`src/rtl/vga_msg_arbiter.sv`:
```
// rtl/vga_msg_arbiter.sv - frame-synchronous round-robin owner of the text overlay message slot
//
// Shares one on-screen message slot among NREQ requesters. A winner is picked
// round-robin, its message ID is latched, and the display only switches on a
// frame_start so no frame ever shows two messages. After HOLD_FRAMES frames the
// owner gets a one-cycle ack; dropping req while shown ends the display early
// with no ack.
//
// Ports:
//   clk          system clock
//   rst_n        asynchronous active-low reset
//   frame_start  one-clk pulse per frame from VGA timing
//   req          level request per requester
//   req_msg      message ID of requester i at [i*IDW +: IDW]
//   grant        one-hot owner of the displayed message
//   msg_id       message ID driven to the glyph ROM
//   msg_valid    1 = draw msg_id, 0 = overlay blank
//   ack          one-cycle pulse to the requester whose hold completed
//   busy         high whenever the FSM is not idle
module vga_msg_arbiter #(
  parameter int NREQ        = 4,
  parameter int IDW         = 3,
  parameter int HOLD_FRAMES = 60
) (
  input  logic                clk,
  input  logic                rst_n,
  input  logic                frame_start,
  input  logic [NREQ-1:0]     req,
  input  logic [NREQ*IDW-1:0] req_msg,
  output logic [NREQ-1:0]     grant,
  output logic [IDW-1:0]      msg_id,
  output logic                msg_valid,
  output logic [NREQ-1:0]     ack,
  output logic                busy
);

  localparam int PW = $clog2(NREQ);
  localparam logic [NREQ-1:0] ONE = NREQ'(1);
  localparam logic [7:0] LAST_FRAME = 8'(HOLD_FRAMES - 1);

  typedef enum logic [1:0] {
    IDLE    = 2'd0,
    ARB     = 2'd1,
    WAIT_FS = 2'd2,
    SHOW    = 2'd3
  } state_t;

  state_t          state;
  logic [PW-1:0]   rr;
  logic [PW-1:0]   pend_idx;
  logic [IDW-1:0]  pend_msg;
  logic [7:0]      frame_cnt;

  logic [IDW-1:0]  msgs [NREQ];
  logic            win_found;
  logic [PW-1:0]   win_idx;
  logic [PW-1:0]   cand;
  logic [IDW-1:0]  win_msg;

  // Unpack the flat message bus so the winner can be selected by index.
  always_comb begin
    for (int i = 0; i < NREQ; i++) begin
      msgs[i] = req_msg[i*IDW +: IDW];
    end
  end

  // Round-robin search: first active request at or after rr+1, wrapping.
  always_comb begin
    win_found = 1'b0;
    win_idx   = '0;
    cand      = '0;
    for (int k = 0; k < NREQ; k++) begin
      cand = PW'((int'(rr) + 1 + k) % NREQ);
      if (!win_found && req[cand]) begin
        win_found = 1'b1;
        win_idx   = cand;
      end
    end
    win_msg = msgs[win_idx];
  end

  always_ff @(posedge clk or negedge rst_n) begin
    if (!rst_n) begin
      state     <= IDLE;
      rr        <= PW'(NREQ - 1);
      pend_idx  <= '0;
      pend_msg  <= '0;
      frame_cnt <= '0;
      grant     <= '0;
      msg_id    <= '0;
      msg_valid <= 1'b0;
      ack       <= '0;
      busy      <= 1'b0;
    end else begin
      ack <= '0;
      case (state)
        IDLE: begin
          if (|req) begin
            state <= ARB;
            busy  <= 1'b1;
          end
        end

        ARB: begin
          if (win_found) begin
            pend_idx <= win_idx;
            pend_msg <= win_msg;
            rr       <= win_idx;
            state    <= WAIT_FS;
          end else begin
            // Request vanished before arbitration: nothing latched.
            state <= IDLE;
            busy  <= 1'b0;
          end
        end

        WAIT_FS: begin
          // The latched request is shown even if its req has since dropped.
          if (frame_start) begin
            msg_id    <= pend_msg;
            grant     <= ONE << pend_idx;
            msg_valid <= 1'b1;
            frame_cnt <= '0;
            state     <= SHOW;
          end
        end

        SHOW: begin
          if (frame_start) begin
            // Withdrawal takes precedence over hold completion: no ack then.
            if (!req[pend_idx] || frame_cnt == LAST_FRAME) begin
              msg_valid <= 1'b0;
              grant     <= '0;
              msg_id    <= '0;
              if (req[pend_idx]) begin
                ack <= ONE << pend_idx;
              end
              state <= IDLE;
              busy  <= 1'b0;
            end else begin
              frame_cnt <= frame_cnt + 8'd1;
            end
          end
        end

        default: begin
          state <= IDLE;
          busy  <= 1'b0;
        end
      endcase
    end
  end

endmodule

```
`config.mk`:
```
export PLATFORM = sky130hd
export DESIGN_NAME = vga_msg_arbiter
export DESIGN_NICKNAME = d
export VERILOG_FILES = /design/src/rtl/vga_msg_arbiter.sv
export SDC_FILE = /design/constraint.sdc
export NUM_CORES = 1
export LEC_CHECK = 0
export CAP_MARGIN = 0
export CORE_ASPECT_RATIO = 0.8
export CORE_MARGIN = 2
export CORE_UTILIZATION = 45
export CTS_CLUSTER_SIZE = 8
export DETAILED_ROUTE_END_ITERATION = 12
export PLACE_DENSITY = 0.74
export SETUP_SLACK_MARGIN = 0.5
export SYNTH_ARGS = -nofsm -noshare
export SYNTH_HDL_FRONTEND = slang
export SYNTH_SLANG_ARGS = --single-unit
```
`constraint.sdc`:
```
create_clock -name clk -period 2.09 [get_ports clk]
set_clock_uncertainty 0.2 [all_clocks]
set_input_delay 0.209 -clock clk [delete_from_list [all_inputs] [get_ports clk]]
set_output_delay 0.209 -clock clk [all_outputs]
set_load 0.05 [all_outputs]
```
==> impl_metrics.yaml, run 1 <==
final_layout:
  nFillCells: 225
  n_antenna_cell: 0
  num-nets-final: 220
  area_growth_pct: 42.0
  design_area_um2: 2190
  seqCellArea_um2: 753
  final_util_pct: 68.9
  drive_gt1_share_pct: 27.9
  multi_input_area_um2: 831
worst_setup_path:
  worst_path_largest_cell_delay_ns: 0.52
  path_class: "reg -> reg"
  crit_cells: 5
  worstPathRequired_ns: 2.06
  r2r-start: "pend_idx[0]"
  cp_top_family: "compound AO/OA/AOI/OAI gates"
  critPathCaptureType: "flip-flop"
  arrival_ns: 1.88
  r2r_setup_slack_ns: 0.18
  critPathMaxFanout: 8
  startpoint_type: "flip-flop"
  worst-path-buf-inv: 1
  cpMaxStageDelayCell: "mux4_2"
  r2r_cells: 5
  path_cells: "mux4_2, a21bo_1, buf_12, nor2_4, a221o_1"
  r2r-end: "frame_cnt[2]"
  critPathCapture: "frame_cnt[2]"
  startpoint: "pend_idx[0]"
power_and_ir_drop:
  leakage_nw: 0.987
  clkPwrFrac_pct: 16.1
  switching_share_pct: 42.9
  p_sw_mw: 1.29
  seqPwrFrac_pct: 33.0
  p_per_area_nw_per_um2: 1370
  ir_worst_vdd_mv: 0.792
  internal_power_mw: 1.72
  p_comb_share_pct: 50.9
die:
  chipWidth_um: 69.4
  die_area_um2: 3910
  ios: 32
  die_h_um: 56.3
  core_area_um2: 3180
  initial_core_util_pct: 48.5
  num_rows: 18
detailed_routing:
  wire_per_inst_um: 16.0
  viasPerCell: 5.76
  vias: 1387
  ant_nets: 0
  drt_iter0_drc: 55
  drt_wl_total_mm: 3.86
  drc: 0
  dr.pass1.iters: 4
clock_tree:
  path_clk_slew_ns: 0.07
  clock_latency_ns: 0.28
  numCtsBuffers: 5
  cts_tree: "built"
  hold_buffers: 0
  h-tree-depth: 2
  clockRootBuffer: "clkbuf_8"
  numClockSinks: 30
  cts_max_path_buffers: 2
global_route:
  grtUsageTotal_pct: 20.6
  gr-total-overflow: 0
  grt_pass1_wl_mm: 6.32
  antenna_found_initial: 0
  grt_pass1_vias: 1360
  grt_max_degree: 31
sta:
  min_period_ns: 1.91
  setup_viol: 0
  max_freq_mhz: 524
  timing.slew.headroom_pct: 67.6
  period_share_pct: 91.4
  drv_slew: 0
  rsz0062_at_grt: "yes"
  timing_hold_violations_final: 0
  tns_ns: 0
  tightest_slew_ns: 0.488
synth:
  syn_area_um2: 1540
  synth_edf_count: 0
  postSynthCellCount: 149
  synthArstFlopShare_pct: 100
  synth.top_cells.by_area: "dfrtp_1 45%, dfstp_2 3.4%, nand2_1 3.4%"
  synth.most_common_cell: "dfrtp_1"
  synth_common_cells: "28 x dfrtp_1, 14 x nand2_1, 9 x nor2_1, 9 x o21ai_0"
  yosysUniqueCellTypes: 40
  ys_ff_latch: 30
  yosysTopAreaCell: "dfrtp_1"
  synth_top_cell_area_share_pct: 45.5
  yosys_warnings: 0
  syn_area_per_cell_um2: 10.3
  synth-main-ff-cell: "dfrtp_1"
  ys_seq_area_share_pct: 48.9
  synth_nets: 169
job:
  maxCapViolations: 0
placement:
  detailed_place_hpwl_mm: 2.79
  place_congestion: 0.920
  port-buffer-count: 31
  place_area_um2: 2020
min_path:
  hold_class: "in -> async"
status:
  status: "finished, final reports clean"
[sequential cells by signal (all words and copies together), names as in the netlist, named ones only]
name       count
msg_valid      1
pend_msg       3
frame_cnt      8
state          1
ack            4
msg_id         3
pend_idx       2
busy           1
rr             2
grant          4
[how the worst min path moves through the flow]
stage / from / end / cells after the start
detailed placement: msg_valid / msg_valid / 1
floorplan: rst_n / async pin / 0
global route: rst_n / frame_cnt[2] / 2
global placement: msg_valid / msg_valid / 1
finish: rst_n / frame_cnt[2] / 2
CTS: rst_n / frame_cnt[4] / 2
[cell families (layout without fill, tap and decap cells)]
logic type                 after synthesis  count (layout)  synth area share, %
and+or+nand+nor                         51              51                 16.7
DFF                                     30              30                 48.9
xor gates and xnor gates                 3               3                 1.71
AOI/OAI and AO/OA                       47              47                 23.6
muxes                                    6               6                 4.71
buffers and inverters                   11              63                 3.66
adders and majority gates                1               1                0.812
[layout make-up]
class	count	area share, %
clock inverters	2	0.572
well taps	40	2.29
repair buffers	49	19.9
multi-input cells	108	38.0
inverters	6	1.03
clock buffers	6	3.78
flip-flops and latches	30	34.4
[metal layers]
| layer | track usage, % | vias to the layer above | routed length, µm |
|---|---|---|---|
| met2 | 32.8 | 44 | 1860 |
| met4 | 5.88 | 0 | 34 |
| met5 | 0 | - | 0 |
| li1 | - | 661 | - |
| met1 | 27.4 | 678 | 1760 |
| met3 | 6.10 | 4 | 204 |
[power by group through the flow]
stage                     Combinational [mW]  Sequential [mW]  Clock [mW]
after detailed placement                1.45            0.992           0
after CTS                               1.47            0.982       0.496
after global routing                    1.65             1.02       0.527
after global placement                  1.40            0.986           0
after floorplan                        0.758             1.21           0
final                                   1.53            0.992       0.485
[stage by stage]
stage	hold WS, ns	power [mW]	setup slack (ns)	cells
final	0.120	3.01	0.180	241
after global routing	0.165	3.20	0.107	241
after CTS	0.127	2.95	0.185	239
after detailed placement	0.277	2.44	-0.0884	229
after global placement	0.271	2.39	-0.0109	229
after floorplan	-0.287	1.97	0.143	149
[cell usage in the layout (no fill, tap or decap), drive strengths merged, types with 4 or more instances in the layout]
master and count:
a21oi 5, nand2 14, a32o 4, clkdlybuf4s15 4
nor2 9, dfrtp 28, o21ai 9, a22o 5
a21bo 5, inv 6, nor3 6, dlygate4sd2 4
clkdlybuf4s50 18, buf 18, clkbuf 11, nand4 6
mux2i 5
[what timing repair did]
| item | in CTS | in global routing |
|---|---|---|
| gates resized for setup | 23 | 20 |
| endpoints found under the setup margin | 43 | 39 |
| pin swaps | 6 | 5 |
| buffers inserted | 2 | 2 |
Power figures use the tool's default switching activity.
==> run 2, diff against run 1 <==
--- a/config.mk
+++ b/config.mk
@@ -11,7 +11,7 @@
 export CORE_UTILIZATION = 45
 export CTS_CLUSTER_SIZE = 8
 export DETAILED_ROUTE_END_ITERATION = 12
-export PLACE_DENSITY = 0.74
+export PLACE_DENSITY_LB_ADDON = 0.3
 export SETUP_SLACK_MARGIN = 0.5
 export SYNTH_ARGS = -nofsm -noshare
 export SYNTH_HDL_FRONTEND = slang
==> run 2 against run 1 <==
Net effect: sequential power decreased by 0.6%; critical path depth is the same; register-to-register slack improved by 0.02 ns; global-route usage shrank 0.18 points; clock power shrank 9.7%; worst setup slack improved by 0.016 ns; die area unchanged; count of clock-buffer cells in the layout decreased by 1; cell count is the same; wire length fell by 1.2%; sequential share of layout area down 0.12 points; core utilization grew 0.24 points; critical path type unchanged; largest cell class unchanged.
==> impl_metrics.yaml, run 2 (same netlist as run 1, synthesis figures left out) <==
final_layout:
  layoutNonFillerInstCount: 241
  num-nets-final: 221
  drive_gt1_share_pct: 27.9
  multi_input_area_um2: 846
  design_area_um2: 2190
  largest_reg_flops: 8
  area_growth_pct: 42.5
  mostFrequentLayoutCell: "dfrtp_1"
  final_util_pct: 69.1
  most-common-layout-cells: "28 x dfrtp_1, 17 x clkdlybuf4s50_1, 15 x buf_4"
  regMostFlops: "frame_cnt"
  n_antenna_cell: 0
  seqCellArea_um2: 753
  nFillCells: 240
  top_regs: "frame_cnt: 8 flops, ack: 4 flops, grant: 4 flops"
clock_tree:
  clock_latency_ns: 0.28
  numClockSinks: 30
  clockRootBuffer: "clkbuf_8"
  path_clk_slew_ns: 0.06
  hold_buffers: 0
  numCtsBuffers: 5
  cts_max_path_buffers: 2
  h-tree-depth: 2
  cts_tree: "built"
status:
  status: "finished, final reports clean"
sta:
  timing_hold_violations_final: 0
  tns_ns: 0
  max_freq_mhz: 528
  drv_slew: 0
  hold_ws_ns: 0.112
  min_period_ns: 1.89
  fin_ws_ns: 0.196
  rsz0062_at_grt: "yes"
  period_share_pct: 90.6
  setup_viol: 0
  tightest_slew_ns: 0.493
  timing.slew.headroom_pct: 67.3
die:
  initial_core_util_pct: 48.5
  chipWidth_um: 69.4
  ios: 32
  core_area_um2: 3180
  num_rows: 18
  die_area_um2: 3910
  die_h_um: 56.3
detailed_routing:
  vias: 1398
  wire_per_inst_um: 15.8
  drt_iter0_drc: 82
  drt_wl_total_mm: 3.81
  viasPerCell: 5.80
  drc: 0
  ant_nets: 0
  dr.pass1.iters: 4
placement:
  place_ws_ns: -0.0638
  dp.cells: 231
  place_congestion: 0.904
  detailed_place_hpwl_mm: 2.79
  port-buffer-count: 31
  place_area_um2: 2030
worst_setup_path:
  arrival_ns: 1.86
  path_class: "reg -> reg"
  startpoint_type: "flip-flop"
  critPathMaxFanout: 7
  critPathCaptureType: "flip-flop"
  worstPathRequired_ns: 2.06
global_route:
  gr-total-overflow: 0
  grtUsageTotal_pct: 20.4
  antenna_found_initial: 0
  grt_pass1_wl_mm: 6.28
  grt_pass1_vias: 1378
  grt_max_degree: 31
power_and_ir_drop:
  ir_worst_vdd_mv: 0.846
  leakage_nw: 0.984
  p_per_area_nw_per_um2: 1360
  total_power_mw: 2.99
min_path:
  hold_class: "in -> async"
job:
  maxCapViolations: 0
run 2: cell types whose count changed in the layout (fill, tap and decap cells not counted), sizes merged:
cell / previous run / this run
buf: 18 / 19
dlygate4sd2: 4 / 6
clkinvlp: 1 / 0
clkdlybuf4s15: 4 / 3
clkbuf: 11 / 10
clkinv: 1 / 2
clkdlybuf4s50: 18 / 17
run 2: area by class of cell:
class / instances / area share [%]
Multi-Input combinational cell: 108 / 38.5
Inverter: 6 / 1.03
Sequential cell: 30 / 34.3
Tap cell: 40 / 2.28
Timing Repair Buffer: 50 / 20.2
Clock inverter: 2 / 0.456
Clock buffer: 5 / 3.14
run 2: per-layer routing:
metal	routed length, µm	part of all wire (%)	GRT usage (%)
met1	1680	44	26.9
met4	79	2.1	7.56
met2	1850	49	31.6
met3	196	5.1	6.64
met5	0	0	0
run 2: power by group:
part | internal [mW] | total [mW] | switching [mW]
Clock | 0.223 | 0.438 | 0.215
Combinational | 0.667 | 1.57 | 0.898
Sequential | 0.804 | 0.986 | 0.182
Total | 1.69 | 2.99 | 1.30
run 2: path summary, 6_finish.rpt:
check / startpoint / to / slack, ns / depth (start not counted)
worst max register to register: pend_idx[0] / frame_cnt[2] / 0.20 / 5
min in group clk: msg_valid / msg_valid / 0.28 / 1
max in group asynchronous: rst_n / rr[0] / 1.26 / 2
worst min-delay path: rst_n / ack[1] / 0.11 / 2
worst min register to register: msg_valid / msg_valid / 0.28 / 1
worst max-delay path: pend_idx[0] / frame_cnt[2] / 0.20 / 5
run 2: critical path, cell delays in order, from the launching register on:
cell and delay [ns]:
dfrtp_1 0.38, mux4_2 0.53, a21bo_4 0.21, buf_12 0.13, nor2_4 0.04, a221o_1 0.28
run 2: repair_timing:
item | CTS | global route
pin swaps | 6 | 7
resized for setup | 24 | 22
endpoints found under the setup margin | 43 | 38
buffers inserted | 2 | 1
==> run 3, diff against run 2 <==
--- a/config.mk
+++ b/config.mk
@@ -12,6 +12,7 @@
 export CTS_CLUSTER_SIZE = 8
 export DETAILED_ROUTE_END_ITERATION = 12
 export PLACE_DENSITY_LB_ADDON = 0.3
+export RECOVER_POWER = 50
 export SETUP_SLACK_MARGIN = 0.5
 export SYNTH_ARGS = -nofsm -noshare
 export SYNTH_HDL_FRONTEND = slang
==> run 3 against run 2 <==
Net effect: wire length decreased by 0.42%; first-iteration DRC count fell by 13%; sequential share of layout area rose by 0.14 points; combinational power barely moved; largest power group unchanged.
==> impl_metrics.yaml, run 3 (same netlist as run 1, synthesis figures left out) <==
status:
  status: "finished, final reports clean"
final_layout:
  design_area_um2: 2190
  area_growth_pct: 41.9
  largest_reg_flops: 8
  drive_gt1_share_pct: 25.4
  layoutNonFillerInstCount: 241
  regMostFlops: "frame_cnt"
  num-nets-final: 221
  final_util_pct: 68.8
  mostFrequentLayoutCell: "dfrtp_1"
  top_regs: "frame_cnt: 8 flops, ack: 4 flops, grant: 4 flops"
  most-common-layout-cells: "28 x dfrtp_1, 16 x clkdlybuf4s50_1, 14 x nand2_1, 14 x buf_4, 8 x nor2_1"
  n_antenna_cell: 0
worst_setup_path:
  critPathCaptureType: "flip-flop"
  r2r_setup_slack_ns: 0.20
  critPathMaxFanout: 7
  path_class: "reg -> reg"
  arrival_ns: 1.85
  worstPathRequired_ns: 2.06
  startpoint_type: "flip-flop"
sta:
  tightest_slew_ns: 0.745
  period_share_pct: 90.2
  fin_ws_ns: 0.205
  tns_ns: 0
  hold_ws_ns: 0.285
  rsz0062_at_grt: "yes"
  setup_viol: 0
  drv_slew: 0
  max_freq_mhz: 530
  timing_hold_violations_final: 0
  min_period_ns: 1.89
  timing.slew.headroom_pct: 50.3
clock_tree:
  cts_tree: "built"
  numClockSinks: 30
  clockRootBuffer: "clkbuf_8"
  h-tree-depth: 2
  path_clk_slew_ns: 0.06
  clock_latency_ns: 0.28
  numCtsBuffers: 5
  cts_max_path_buffers: 2
global_route:
  grt_pass1_wl_mm: 6.28
  antenna_found_initial: 0
  grt_max_degree: 31
  grtUsageTotal_pct: 20.4
  grt_pass1_vias: 1378
  gr-total-overflow: 0
die:
  die_h_um: 56.3
  ios: 32
  num_rows: 18
  chipWidth_um: 69.4
  core_area_um2: 3180
  die_area_um2: 3910
  initial_core_util_pct: 48.5
power_and_ir_drop:
  internal_power_mw: 1.68
  leakage_nw: 0.968
  clkPwrFrac_pct: 14.6
  ir_worst_vdd_mv: 0.846
  seqPwrFrac_pct: 33.2
  p_sw_mw: 1.29
  total_power_mw: 2.97
  switching_share_pct: 43.5
  p_comb_share_pct: 52.2
  p_per_area_nw_per_um2: 1360
placement:
  place_congestion: 0.904
  detailed_place_hpwl_mm: 2.79
  place_area_um2: 2030
  place_ws_ns: -0.0638
  dp.cells: 231
  port-buffer-count: 31
detailed_routing:
  ant_nets: 0
  viasPerCell: 5.71
  drc: 0
  dr.pass1.iters: 4
  wire_per_inst_um: 15.8
  drt_iter0_drc: 71
  vias: 1376
  drt_wl_total_mm: 3.80
job:
  maxCapViolations: 0
min_path:
  hold_class: "reg -> reg"
## run 3: cell type report
cell class,count,area (µm²)
Fill cell,245,990
Multi-Input combinational cell,108,846
Sequential cell,30,753
Timing Repair Buffer,50,435
Clock buffer,5,68.8
Tap cell,40,50.0
Inverter,6,22.5
Clock inverter,2,10.0
## run 3: worst max-delay path: stages (launching register included)
cell and delay (ns):
dfrtp_1 0.38, mux4_2 0.53, a21bo_4 0.21, buf_12 0.13, nor2_4 0.04, a221o_1 0.28
## run 3: power by group through the flow
stage | combinational, mW | clock, mW | sequential (mW)
final | 1.55 | 0.435 | 0.986
after global routing | 1.67 | 0.476 | 1.02
after CTS | 1.48 | 0.448 | 0.976
after detailed placement | 1.47 | 0 | 0.986
after global placement | 1.42 | 0 | 0.983
after floorplan | 0.758 | 0 | 1.21
## run 3: final timing paths
kind,start,to,cells after the start
max in group asynchronous,rst_n,frame_cnt[5],2
hold reg to reg,msg_valid,msg_valid,1
hold / removal,msg_valid,msg_valid,1
min in group asynchronous,rst_n,async pin,2
setup reg to reg,pend_idx[0],frame_cnt[2],5
setup / recovery,pend_idx[0],frame_cnt[2],5
## run 3: what timing repair did
item,in CTS,in global routing
resized for setup,24,22
pin swaps,6,7
hold buffers,0,0
buffers inserted,2,1
cloned,0,0
endpoints found under the setup margin,43,38
## run 3: metal layers
metal | track usage, % | wire [µm]
met1 | 26.9 | 1710
met2 | 31.6 | 1830
met3 | 6.64 | 189
met4 | 7.56 | 68
met5 | 0 | 0
